--- config.mk ---
export PLATFORM = sky130hd
export DESIGN_NAME = tmds_gearbox_serializer
export DESIGN_NICKNAME = d
export VERILOG_FILES = /design/src/rtl/tmds_gearbox_serializer.sv
export SDC_FILE = /design/constraint.sdc
export NUM_CORES = 1
export LEC_CHECK = 0
export CELL_PAD_IN_SITES_DETAIL_PLACEMENT = 0
export CELL_PAD_IN_SITES_GLOBAL_PLACEMENT = 1
export CORE_ASPECT_RATIO = 0.7
export CORE_UTILIZATION = 44
export CTS_CLUSTER_DIAMETER = 30
export DETAILED_ROUTE_END_ITERATION = 10
export PLACE_DENSITY = 0.83
export SLEW_MARGIN = 10
export SYNTH_ARGS = -nofsm -noshare
export SYNTH_HDL_FRONTEND = slang
export SYNTH_SLANG_ARGS = --single-unit
--- constraint.sdc ---
create_clock -name clk_pixel_x5_i -period 2.57 [get_ports clk_pixel_x5_i]
set_input_delay 0.514 -clock clk_pixel_x5_i [delete_from_list [all_inputs] [get_ports clk_pixel_x5_i]]
set_output_delay 0.514 -clock clk_pixel_x5_i [all_outputs]
set_load 0.05 [all_outputs]
--- src/rtl/tmds_gearbox_serializer.sv ---
// ---------------------------------------------------------------------------
// tmds_gearbox_serializer
//
// Purpose:
//   Single-clock parallel-to-lane gearbox for an HDMI/DVI output path.
//   NUM_CHANNELS TMDS symbols arrive together on a valid/ready beat and are
//   buffered in a small FIFO. Every clock edge one LANE_WIDTH slice of each
//   channel's current symbol is presented on lane_out_o, ready for a DDR/SDR
//   pad stage or a generic output serializer. A matching pixel-clock pattern
//   slice is presented on clk_lane_o. When no symbol is available at a word
//   boundary, IDLE_WORD is transmitted on every channel instead.
//
// Ports:
//   clk_pixel_x5_i   bit-rate clock, one slice per rising edge
//   reset_n_i        synchronous active-low reset
//   enable_i         1: consume FIFO; 0: transmit IDLE_WORD, FIFO held
//   in_valid_i       in_data_i carries a valid beat
//   in_ready_o       FIFO can accept a beat
//   in_data_i        channel c symbol at [c*WORD_WIDTH +: WORD_WIDTH]
//   lane_out_o       channel c slice at [c*LANE_WIDTH +: LANE_WIDTH], bit 0 earliest
//   clk_lane_o       pixel-clock pattern slice, aligned with lane_out_o
//   word_start_o     high while the first slice of a symbol is on lane_out_o
//   underflow_o      sticky flag: IDLE_WORD inserted while enabled
//   underflow_cnt_o  saturating count of such insertions
//   fifo_level_o     number of symbols currently buffered
// ---------------------------------------------------------------------------
module tmds_gearbox_serializer #(
  parameter int                    NUM_CHANNELS = 3,
  parameter int                    WORD_WIDTH   = 10,
  parameter int                    LANE_WIDTH   = 2,
  parameter int                    FIFO_DEPTH   = 4,
  parameter bit                    MSB_FIRST    = 1'b0,
  parameter logic [WORD_WIDTH-1:0] IDLE_WORD    = 10'b1101010100
) (
  input  logic                               clk_pixel_x5_i,
  input  logic                               reset_n_i,
  input  logic                               enable_i,
  input  logic                               in_valid_i,
  output logic                               in_ready_o,
  input  logic [NUM_CHANNELS*WORD_WIDTH-1:0] in_data_i,
  output logic [NUM_CHANNELS*LANE_WIDTH-1:0] lane_out_o,
  output logic [LANE_WIDTH-1:0]              clk_lane_o,
  output logic                               word_start_o,
  output logic                               underflow_o,
  output logic [7:0]                         underflow_cnt_o,
  output logic [$clog2(FIFO_DEPTH):0]        fifo_level_o
);

  // -------------------------------------------------------------------------
  // Derived constants
  // -------------------------------------------------------------------------
  localparam int BEATS = WORD_WIDTH / LANE_WIDTH;
  localparam int CNT_W = (BEATS > 1) ? $clog2(BEATS) : 1;
  localparam int AW    = $clog2(FIFO_DEPTH);
  localparam int LVL_W = AW + 1;
  localparam int DW    = NUM_CHANNELS * WORD_WIDTH;

  localparam logic [CNT_W-1:0] LAST_BEAT = CNT_W'(BEATS - 1);
  localparam logic [LVL_W-1:0] FULL_LVL  = LVL_W'(FIFO_DEPTH);

  // Pixel-clock pattern: the low half of the symbol period is high.
  function automatic logic [WORD_WIDTH-1:0] clk_pattern_f();
    logic [WORD_WIDTH-1:0] p;
    p = '0;
    for (int i = 0; i < WORD_WIDTH; i++) begin
      p[i] = (i < (WORD_WIDTH / 2)) ? 1'b1 : 1'b0;
    end
    return p;
  endfunction

  // Mirrors a symbol so that its MSB ends up in bit 0 (sent first).
  function automatic logic [WORD_WIDTH-1:0] bit_reverse_f(input logic [WORD_WIDTH-1:0] w);
    logic [WORD_WIDTH-1:0] r;
    r = '0;
    for (int i = 0; i < WORD_WIDTH; i++) begin
      r[i] = w[WORD_WIDTH-1-i];
    end
    return r;
  endfunction

  localparam logic [WORD_WIDTH-1:0] CLK_PATTERN = clk_pattern_f();

  // -------------------------------------------------------------------------
  // Elaboration-time parameter checks
  // -------------------------------------------------------------------------
  if ((WORD_WIDTH % LANE_WIDTH) != 0) begin : g_bad_lane_width
    $error("tmds_gearbox_serializer: WORD_WIDTH must be a multiple of LANE_WIDTH");
  end
  if ((FIFO_DEPTH < 2) || ((FIFO_DEPTH & (FIFO_DEPTH - 1)) != 0)) begin : g_bad_fifo_depth
    $error("tmds_gearbox_serializer: FIFO_DEPTH must be a power of two >= 2");
  end

  // -------------------------------------------------------------------------
  // State
  // -------------------------------------------------------------------------
  logic                  reset_n_q;
  logic [CNT_W-1:0]      beat_q,   beat_d;
  logic [AW-1:0]         wr_ptr_q, wr_ptr_d;
  logic [AW-1:0]         rd_ptr_q, rd_ptr_d;
  logic [LVL_W-1:0]      count_q,  count_d;
  logic [DW-1:0]         mem_q [FIFO_DEPTH];
  logic [WORD_WIDTH-1:0] shift_q [NUM_CHANNELS];
  logic [WORD_WIDTH-1:0] shift_d [NUM_CHANNELS];
  logic [WORD_WIDTH-1:0] clk_q,    clk_d;
  logic                  ws_q,     ws_d;
  logic                  uf_q,     uf_d;
  logic [7:0]            ufcnt_q,  ufcnt_d;

  // -------------------------------------------------------------------------
  // Control decode
  // -------------------------------------------------------------------------
  logic                  full_s;
  logic                  empty_s;
  logic                  load_s;
  logic                  push_s;
  logic                  pop_s;
  logic                  idle_insert_s;
  logic                  in_ready_s;
  logic [DW-1:0]         pop_word_s;
  logic [WORD_WIDTH-1:0] load_word_s [NUM_CHANNELS];

  assign full_s        = (count_q == FULL_LVL);
  assign empty_s       = (count_q == '0);
  // reset_n_q keeps in_ready low for one cycle after release; no pass-through when full.
  assign in_ready_s    = reset_n_q & ~full_s;
  assign load_s        = (beat_q == LAST_BEAT);
  assign push_s        = in_valid_i & in_ready_s;
  // Pops only look at the pre-edge level, so a word pushed into an empty FIFO
  // on a load edge waits for the following load (no bypass).
  assign pop_s         = load_s & enable_i & ~empty_s;
  assign idle_insert_s = load_s & enable_i & empty_s;
  assign pop_word_s    = mem_q[rd_ptr_q];

  // Select the symbol each channel loads at a word boundary, applying bit order.
  always_comb begin
    for (int c = 0; c < NUM_CHANNELS; c++) begin
      load_word_s[c] = IDLE_WORD;
      if (pop_s) begin
        if (MSB_FIRST) begin
          load_word_s[c] = bit_reverse_f(pop_word_s[c*WORD_WIDTH +: WORD_WIDTH]);
        end else begin
          load_word_s[c] = pop_word_s[c*WORD_WIDTH +: WORD_WIDTH];
        end
      end else begin
        if (MSB_FIRST) begin
          load_word_s[c] = bit_reverse_f(IDLE_WORD);
        end else begin
          load_word_s[c] = IDLE_WORD;
        end
      end
    end
  end

  // Next-state logic for beat counter, FIFO pointers/level, shifters and status.
  always_comb begin
    beat_d   = beat_q;
    wr_ptr_d = wr_ptr_q;
    rd_ptr_d = rd_ptr_q;
    count_d  = count_q;
    clk_d    = clk_q;
    ws_d     = 1'b0;
    uf_d     = uf_q;
    ufcnt_d  = ufcnt_q;
    for (int c = 0; c < NUM_CHANNELS; c++) begin
      shift_d[c] = shift_q[c];
    end

    // Beat counter and serial shifters
    if (load_s) begin
      beat_d = '0;
      clk_d  = CLK_PATTERN;
      ws_d   = 1'b1;
      for (int c = 0; c < NUM_CHANNELS; c++) begin
        shift_d[c] = load_word_s[c];
      end
    end else begin
      beat_d = beat_q + CNT_W'(1);
      clk_d  = clk_q >> LANE_WIDTH;
      ws_d   = 1'b0;
      for (int c = 0; c < NUM_CHANNELS; c++) begin
        shift_d[c] = shift_q[c] >> LANE_WIDTH;
      end
    end

    // FIFO pointers (power-of-two depth wraps naturally)
    if (push_s) begin
      wr_ptr_d = wr_ptr_q + AW'(1);
    end else begin
      wr_ptr_d = wr_ptr_q;
    end
    if (pop_s) begin
      rd_ptr_d = rd_ptr_q + AW'(1);
    end else begin
      rd_ptr_d = rd_ptr_q;
    end

    // FIFO level
    case ({push_s, pop_s})
      2'b10:   count_d = count_q + LVL_W'(1);
      2'b01:   count_d = count_q - LVL_W'(1);
      default: count_d = count_q;
    endcase

    // Underflow flag and saturating counter
    uf_d = uf_q | idle_insert_s;
    if (idle_insert_s && (ufcnt_q != 8'hFF)) begin
      ufcnt_d = ufcnt_q + 8'd1;
    end else begin
      ufcnt_d = ufcnt_q;
    end
  end

  // State register with synchronous active-low reset; also flushes the FIFO.
  always_ff @(posedge clk_pixel_x5_i) begin
    if (!reset_n_i) begin
      reset_n_q <= 1'b0;
      beat_q    <= LAST_BEAT;
      wr_ptr_q  <= '0;
      rd_ptr_q  <= '0;
      count_q   <= '0;
      clk_q     <= '0;
      ws_q      <= 1'b0;
      uf_q      <= 1'b0;
      ufcnt_q   <= 8'd0;
      for (int c = 0; c < NUM_CHANNELS; c++) begin
        shift_q[c] <= '0;
      end
    end else begin
      reset_n_q <= 1'b1;
      beat_q    <= beat_d;
      wr_ptr_q  <= wr_ptr_d;
      rd_ptr_q  <= rd_ptr_d;
      count_q   <= count_d;
      clk_q     <= clk_d;
      ws_q      <= ws_d;
      uf_q      <= uf_d;
      ufcnt_q   <= ufcnt_d;
      for (int c = 0; c < NUM_CHANNELS; c++) begin
        shift_q[c] <= shift_d[c];
      end
    end
  end

  // FIFO storage; contents need no reset because the pointers are cleared.
  always_ff @(posedge clk_pixel_x5_i) begin
    if (push_s) begin
      mem_q[wr_ptr_q] <= in_data_i;
    end
  end

  // -------------------------------------------------------------------------
  // Outputs: low slice of each shift register, plus status registers
  // -------------------------------------------------------------------------
  for (genvar c = 0; c < NUM_CHANNELS; c++) begin : g_lane
    assign lane_out_o[c*LANE_WIDTH +: LANE_WIDTH] = shift_q[c][LANE_WIDTH-1:0];
  end

  assign clk_lane_o      = clk_q[LANE_WIDTH-1:0];
  assign word_start_o    = ws_q;
  assign underflow_o     = uf_q;
  assign underflow_cnt_o = ufcnt_q;
  assign fifo_level_o    = count_q;
  assign in_ready_o      = in_ready_s;

endmodule
==> impl_metrics.csv, run 1 <==
group,metric,value,unit
sta,timing.fmax,0.4114,GHz
final_layout,drive_above_1_share,19.35,%
setup_path,crit_start,"fifo_level_o[2]",
route,antenna_left,0,
setup_path,r2r_cells,11,
floorplanning,die_y,103.2,µm
floorplanning,ioPinCount,56,
yosys,yosysSeqAreaShare,73.14,%
floorplanning,die_area,15110,µm²
yosys,yosysUniqueCellTypes,42,
setup_path,cp_data_required_time,2.06,ns
sta,hold_violations,0,
global_routing,antenna_found_initial,0,
clock_tree,cts_tree,"yes",
yosys,synth_area,6432,µm²
final_layout,fin_util,55.61,%
route,routed_wirelength,11.72,mm
run_status,status,"finished clean",
route,drt_iter0_drc,189,
yosys,syn_nets,397,
setup_path,crit_path_cell_trace,"inv_1, o31a_1, clkdlybuf4s50_1",
yosys,synth-main-ff-cell,"edfxtp_1",
pwr,p_leak,2.625,nW
sta,final.period_utilization,94.59,%
clock_tree,post-cts-setup-buffers,0,
setup_path,cp-endpoint,"in_ready_o",
clock_tree,cts_resized,0,
route,routedWlPerCell,18.79,µm
floorplanning,rows,36,
placed_design,place_inst,592,
global_routing,grt_overflow,0,
clock_tree,cts_max_path_buffers,2,
global_routing,track_usage,17.19,%
setup_path,crit_type,"register to primary output",
yosys,synth_edf_count,120,
final_layout,nets,464,
final_layout,syn2layout_area_growth,21.88,%
setup_path,slowest_stage,"clkdlybuf4s50_1",
yosys,yosysMostFrequentCell,"edfxtp_1",
setup_path,reg2reg_from,"beat_q[0]",
yosys,synth_top_area_share,56.02,%
clock_tree,clock_sinks,175,
sta,finalSetupViolations,0,
final_layout,diodes,0,
floorplanning,core,14100,µm²
yosys,synth.avg_cell_area,18.17,µm²
setup_path,end_kind,"primary output",
global_routing,grt_first_pass_wirelength,18.71,mm
placed_design,detailed_place_hpwl,6.906,mm
yosys,synthTopCellsByArea,"edfxtp_1 (56%), dfxtp_1 (17%), mux4_2 (11%), a32o_1 (2.3%), ha_1 (1.6%)",
min_path,hp-class,"register to register",
job,cap_violations,0,
route,drc,0,
pwr,ir_worst_vdd,469.6,µV
setup_path,crit_buf_inv,2,
route,first_pass_iters,4,
sta,rsz0062_at_grt,"false",
placed_design,port_buffers,55,
setup_path,crit_arrival,1.92,ns
sta,slew_headroom,64.51,%
yosys,syn_inst,354,
final_layout,fillCellCount,1079,
setup_path,crit_path_start_kind,"register",
setup_path,slowest_delay,0.72,ns
sta,worst_slew_pin_slew,0.5306,ns
floorplanning,floorplan.initialDensity,45.62,%
sta,post-route-min-period,2.431,ns
yosys,synthTopCellsByCount,"edfxtp_1 (120), dfxtp_1 (55), mux4_2 (30)",
clock_tree,clock-root-buffer,"clkbuf_16",
clock_tree,ctsHoldBuffers,0,
clock_tree,clk_latency,0.42,ns
clock_tree,cts.clk_slew.worst_paths,0.07,ns
setup_path,r2r_setup_slack,0.32,ns
clock_tree,cts_buffers,17,
sta,final_max_slew_viol_count,0,
setup_path,path_delay_family,"buffers and inverters",
global_routing,grt_pass1_vias,3432,
route,vias,3370,
yosys,async_flop_share,0,%
yosys,synth-warning-count,0,
clock_tree,htreeDepth,4,
floorplanning,chipWidth,146.5,µm
yosys,synth_top_area_cell,"edfxtp_1",
pwr,p_per_area,803.8,nW/µm²
placed_design,finalWeightedCongestion,0.7526,
sta,fin_skew,0.01058,ns
setup_path,timing.rr.end,"fifo_level_o[2]",
final_layout,stdcell_count,624,
route,routed_via_density,5.401,
setup_path,crit_cells,3,
global_routing,grt_start_max_net_pins,31,
yosys,synth_seq_cells,175,
setup_path,crit_fanout,6,
==> through the flow <==
stage	setup slack, ns	TNS [ns]	hold WS, ns	total power, mW	cell area [µm²]
2_1_floorplan	0.03021	0	0.4192	3.743	6444
3_3_place_gp	0.02020	0	0.4250	3.981	7291
3_5_place_dp	-0.05209	-0.05209	0.4334	3.998	7291
4_1_cts	0.1215	0	0.4515	6.355	7840
5_1_grt	0.07098	0	0.4634	6.533	7840
6_report	0.1391	0	0.4523	6.301	7840
==> layer usage <==
metal | global-route usage [%] | share of wire, % | vias up | wire length (µm)
li1 | - | - | 1538 | -
met5 | 0 | 0 | - | 0
met1 | 22.85 | 47 | 1723 | 5471
met2 | 27.36 | 48 | 100 | 5631
met3 | 5.442 | 4.6 | 9 | 544
met4 | 5.288 | 0.65 | 0 | 76
==> state kept, by name, summed over array words and instances, names as in the netlist, named ones only <==
name / cells
beat_q: 3
clk_q: 3
fifo_level_o: 3
mem_q: 120
rd_ptr_q: 2
reset_n_q: 1
shift_q: 30
underflow_cnt_o: 8
underflow_o: 1
wr_ptr_q: 2
==> worst reg2reg max path, cell delays in order, from the launching register on <==
cell and delay (ns):
dfxtp_1 0.31, inv_1 0.07, ha_1 0.24, nand3_2 0.09, nand2b_1 0.17, inv_2 0.06
ha_1 0.17, inv_1 0.06, fa_1 0.38, xor2_1 0.17, or3_1 0.31, a21oi_1 0.14
==> worst min-delay path by stage <==
| stage | start | endpoint | slack, ns | depth (start not counted) |
|---|---|---|---|---|
| floorplan | shift_q[0][2] | shift_q[0][0] | 0.42 | 1 |
| global placement | shift_q[0][25] | shift_q[0][23] | 0.42 | 1 |
| detailed placement | shift_q[0][3] | shift_q[0][1] | 0.43 | 1 |
| CTS | shift_q[0][3] | shift_q[0][1] | 0.45 | 1 |
| global route | shift_q[0][29] | shift_q[0][27] | 0.46 | 1 |
| finish | shift_q[0][16] | shift_q[0][14] | 0.45 | 1 |
==> report_power, final <==
part | leakage (nW) | internal [mW] | switching [mW] | total [mW]
Clock | 0.253 | 1.32 | 1.05 | 2.37
Sequential | 1.54 | 3.17 | 0.0753 | 3.24
Combinational | 0.828 | 0.311 | 0.380 | 0.690
==> cell type report <==
cell class | count | area (µm²) | share of cell area [%]
repair buffers | 69 | 718.2 | 9.161
clock inverters | 15 | 123.9 | 1.580
flip-flops and latches | 175 | 4710 | 60.07
well taps | 190 | 237.7 | 3.032
clock buffers | 17 | 425.4 | 5.426
multi-input cells | 148 | 1588 | 20.25
inverters | 10 | 37.54 | 0.4788
==> cells in the final DEF, fill, tap and decap left out, types with 9 or more instances in the layout <==
master,count
a221o_1,9
a32o_1,15
buf_4,9
clkbuf_16,17
clkdlybuf4s50_1,55
dfxtp_1,51
edfxtp_1,120
mux4_2,30
nor2_1,16
==> logic make-up (layout without fill, tap and decap cells) <==
| family | after synthesis | in the layout | synth area share (%) |
|---|---|---|---|
| adders and majority gates | 9 | 9 | 1.867 |
| buffers and inverters | 31 | 111 | 2.315 |
| muxes | 33 | 33 | 10.97 |
| DFF | 175 | 175 | 73.14 |
| AOI/OAI and AO/OA | 48 | 48 | 6.380 |
| xor gates and xnor gates | 5 | 5 | 0.6809 |
| and+or+nand+nor | 53 | 53 | 4.649 |
No activity file was read; power rests on OpenSTA's default activity.
==> run 2, diff against run 1 <==
--- a/config.mk
+++ b/config.mk
@@ -8,10 +8,11 @@
 export CELL_PAD_IN_SITES_DETAIL_PLACEMENT = 0
 export CELL_PAD_IN_SITES_GLOBAL_PLACEMENT = 1
 export CORE_ASPECT_RATIO = 0.7
-export CORE_UTILIZATION = 44
+export CORE_MARGIN = 2
+export CORE_UTILIZATION = 53
 export CTS_CLUSTER_DIAMETER = 30
 export DETAILED_ROUTE_END_ITERATION = 10
-export PLACE_DENSITY = 0.83
+export PLACE_DENSITY = 0.92
 export SLEW_MARGIN = 10
 export SYNTH_ARGS = -nofsm -noshare
 export SYNTH_HDL_FRONTEND = slang
==> constraint.sdc (replaced) <==
create_clock -name clk_pixel_x5_i -period 2.9 [get_ports clk_pixel_x5_i]
set_input_delay 0.58 -clock clk_pixel_x5_i [delete_from_list [all_inputs] [get_ports clk_pixel_x5_i]]
set_output_delay 0.58 -clock clk_pixel_x5_i [all_outputs]
set_load 0.05 [all_outputs]
==> run 2 against run 1 <==
Clock skew increased by 0.0015 ns; die area decreased by 14%; worst setup slack improved by 0.21 ns; hold slack got worse by 0.011 ns; total power decreased by 9.2%; utilization increased by 10 points; sequential power decreased by 11%; critical path depth unchanged; critical endpoint unchanged.
==> impl_metrics.csv, run 2 (same netlist as run 1, synthesis figures left out) <==
group,metric,value,unit
sta,timing.fmax,0.3915,GHz
sta,fin_tns_setup,0,ns
min_path,worstHoldEndpoint,"shift_q[0][11]",
final_layout,drive_above_1_share,18.01,%
route,drc,0,
sta,hold_violations,0,
pwr,seqPwrFrac,50.1,%
setup_path,crit_arrival,1.97,ns
sta,finalSetupViolations,0,
setup_path,reg2reg_from,"fifo_level_o[2]",
clock_tree,post-cts-setup-buffers,0,
final_layout,final_cell_mix,"edfxtp_1 (120), clkdlybuf4s50_1 (55), dfxtp_1 (54), mux4_2 (30), clkbuf_16 (17)",
placed_design,detailed_place_hpwl,6.877,mm
sta,fin_ws,0.3457,ns
pwr,p_per_area,738.2,nW/µm²
setup_path,timing.rr.end,"fifo_level_o[2]",
sta,final.period_utilization,88.08,%
setup_path,crit_type,"register to primary output",
placed_design,port_buffers,55,
route,routed_wirelength,11.84,mm
placed_design,place_inst,558,
route,vias,3418,
pwr,combPwrFrac,10.7,%
sta,worst_slew_pin_slew,0.6095,ns
sta,post-route-min-period,2.554,ns
run_status,status,"finished clean",
min_path,hold_start,"shift_q[0][13]",
setup_path,crit_fanout,6,
clock_tree,cts_max_path_buffers,2,
clock_tree,cts_resized,0,
floorplanning,ioPinCount,56,
floorplanning,chipWidth,135.7,µm
pwr,ir_worst_vdd,443.1,µV
placed_design,place_ws,0.2200,ns
setup_path,crit_path_cell_trace,"inv_1, o31a_1, clkdlybuf4s50_1",
setup_path,r2r_setup_slack,0.41,ns
final_layout,diodes,0,
pwr,p_sw,1.298,mW
clock_tree,clock-root-buffer,"clkbuf_16",
global_routing,grt_pass1_vias,3519,
min_path,worstHoldPathCells,1,
clock_tree,clk_latency,0.42,ns
floorplanning,die_y,96.17,µm
final_layout,top_register,"mem_q",
floorplanning,core,11770,µm²
route,drt_iter0_drc,241,
floorplanning,rows,33,
pwr,p_leak,2.626,nW
setup_path,r2r_cells,8,
global_routing,grt_first_pass_wirelength,18.86,mm
sta,fin_skew,0.01203,ns
placed_design,finalWeightedCongestion,0.7807,
clock_tree,htreeDepth,4,
min_path,hp-class,"register to register",
global_routing,track_usage,20.12,%
global_routing,antenna_found_initial,0,
route,routed_via_density,5.793,
floorplanning,die_area,13050,µm²
setup_path,crit_path_start_kind,"register",
clock_tree,cts_tree,"yes",
final_layout,nets,463,
pwr,p_clk_share,39.2,%
setup_path,end_kind,"primary output",
pwr,p_sw_share,22.68,%
sta,slew_headroom,58.73,%
setup_path,slowest_delay,0.71,ns
setup_path,slowest_stage,"clkdlybuf4s50_1",
setup_path,cp_data_required_time,2.32,ns
route,routedWlPerCell,20.07,µm
sta,rsz0062_at_grt,"false",
route,first_pass_iters,4,
final_layout,largest_reg_flops,120,
global_routing,grt_start_max_net_pins,31,
clock_tree,cts.clk_slew.worst_paths,0.07,ns
clock_tree,cts_buffers,17,
final_layout,fin_util,65.88,%
job,cap_violations,0,
final_layout,syn2layout_area_growth,20.52,%
global_routing,grt_overflow,0,
final_layout,stdcell_count,590,
route,antenna_left,0,
final_layout,fillCellCount,797,
floorplanning,floorplan.initialDensity,54.66,%
sta,final_max_slew_viol_count,0,
pwr,intPower,4.425,mW
clock_tree,ctsHoldBuffers,0,
final_layout,final_common_cell,"edfxtp_1",
clock_tree,clock_sinks,175,
[run 2: final cells by class]
type,count,area (µm²),area share [%]
clock buffers,21,440.4,5.681
clock inverters,11,141.4,1.824
inverters,10,37.54,0.4842
multi-input cells,148,1583,20.42
flip-flops and latches,175,4706,60.70
well taps,157,196.4,2.534
repair buffers,68,648.1,8.360
[run 2: worst max path at each step]
| stage | cells after the start | end | slack, ns | start |
|---|---|---|---|---|
| global placement | 10 | fifo_level_o[2] | 0.32 | enable_i |
| finish | 3 | in_ready_o | 0.35 | fifo_level_o[2] |
| CTS | 3 | in_ready_o | 0.33 | fifo_level_o[2] |
| global route | 8 | fifo_level_o[2] | 0.25 | fifo_level_o[2] |
| floorplan | 11 | fifo_level_o[2] | 0.15 | fifo_level_o[0] |
| detailed placement | 10 | fifo_level_o[2] | 0.22 | enable_i |
[run 2: per-stage QoR]
stage	total power [mW]	cell area, µm²	hold WS (ns)
after floorplan	3.313	6432	0.4192
after detailed placement	3.531	7171	0.4294
after global placement	3.507	7171	0.4289
after CTS	5.766	7752	0.4482
final	5.723	7752	0.4416
after global routing	5.934	7752	0.4532
[run 2: worst max-delay path, delay by kind of cell, from the launching register on]
| kind | cells | cell delay [ns] |
|---|---|---|
| buffers and inverters | 2 | 0.79 |
| AOI/OAI and AO/OA | 1 | 0.34 |
| DFF | 1 | 0.41 |
[run 2: power by group through the flow]
stage               clock, mW  combinational, mW  sequential (mW)
finish                   2.24              0.614             2.87
detailed placement          0              0.614             2.92
CTS                      2.28              0.623             2.87
global placement            0              0.598             2.91
floorplan                   0              0.350             2.96
global route             2.40              0.661             2.88
[run 2: layer usage]
layer / GRT usage (%) / share of wire [%] / vias up
li1: - / - / 1541
met1: 26.00 / 43 / 1735
met2: 32.87 / 50 / 131
met3: 5.898 / 6.6 / 11
met4: 7.552 / 0.79 / 0
met5: 0 / 0 / -
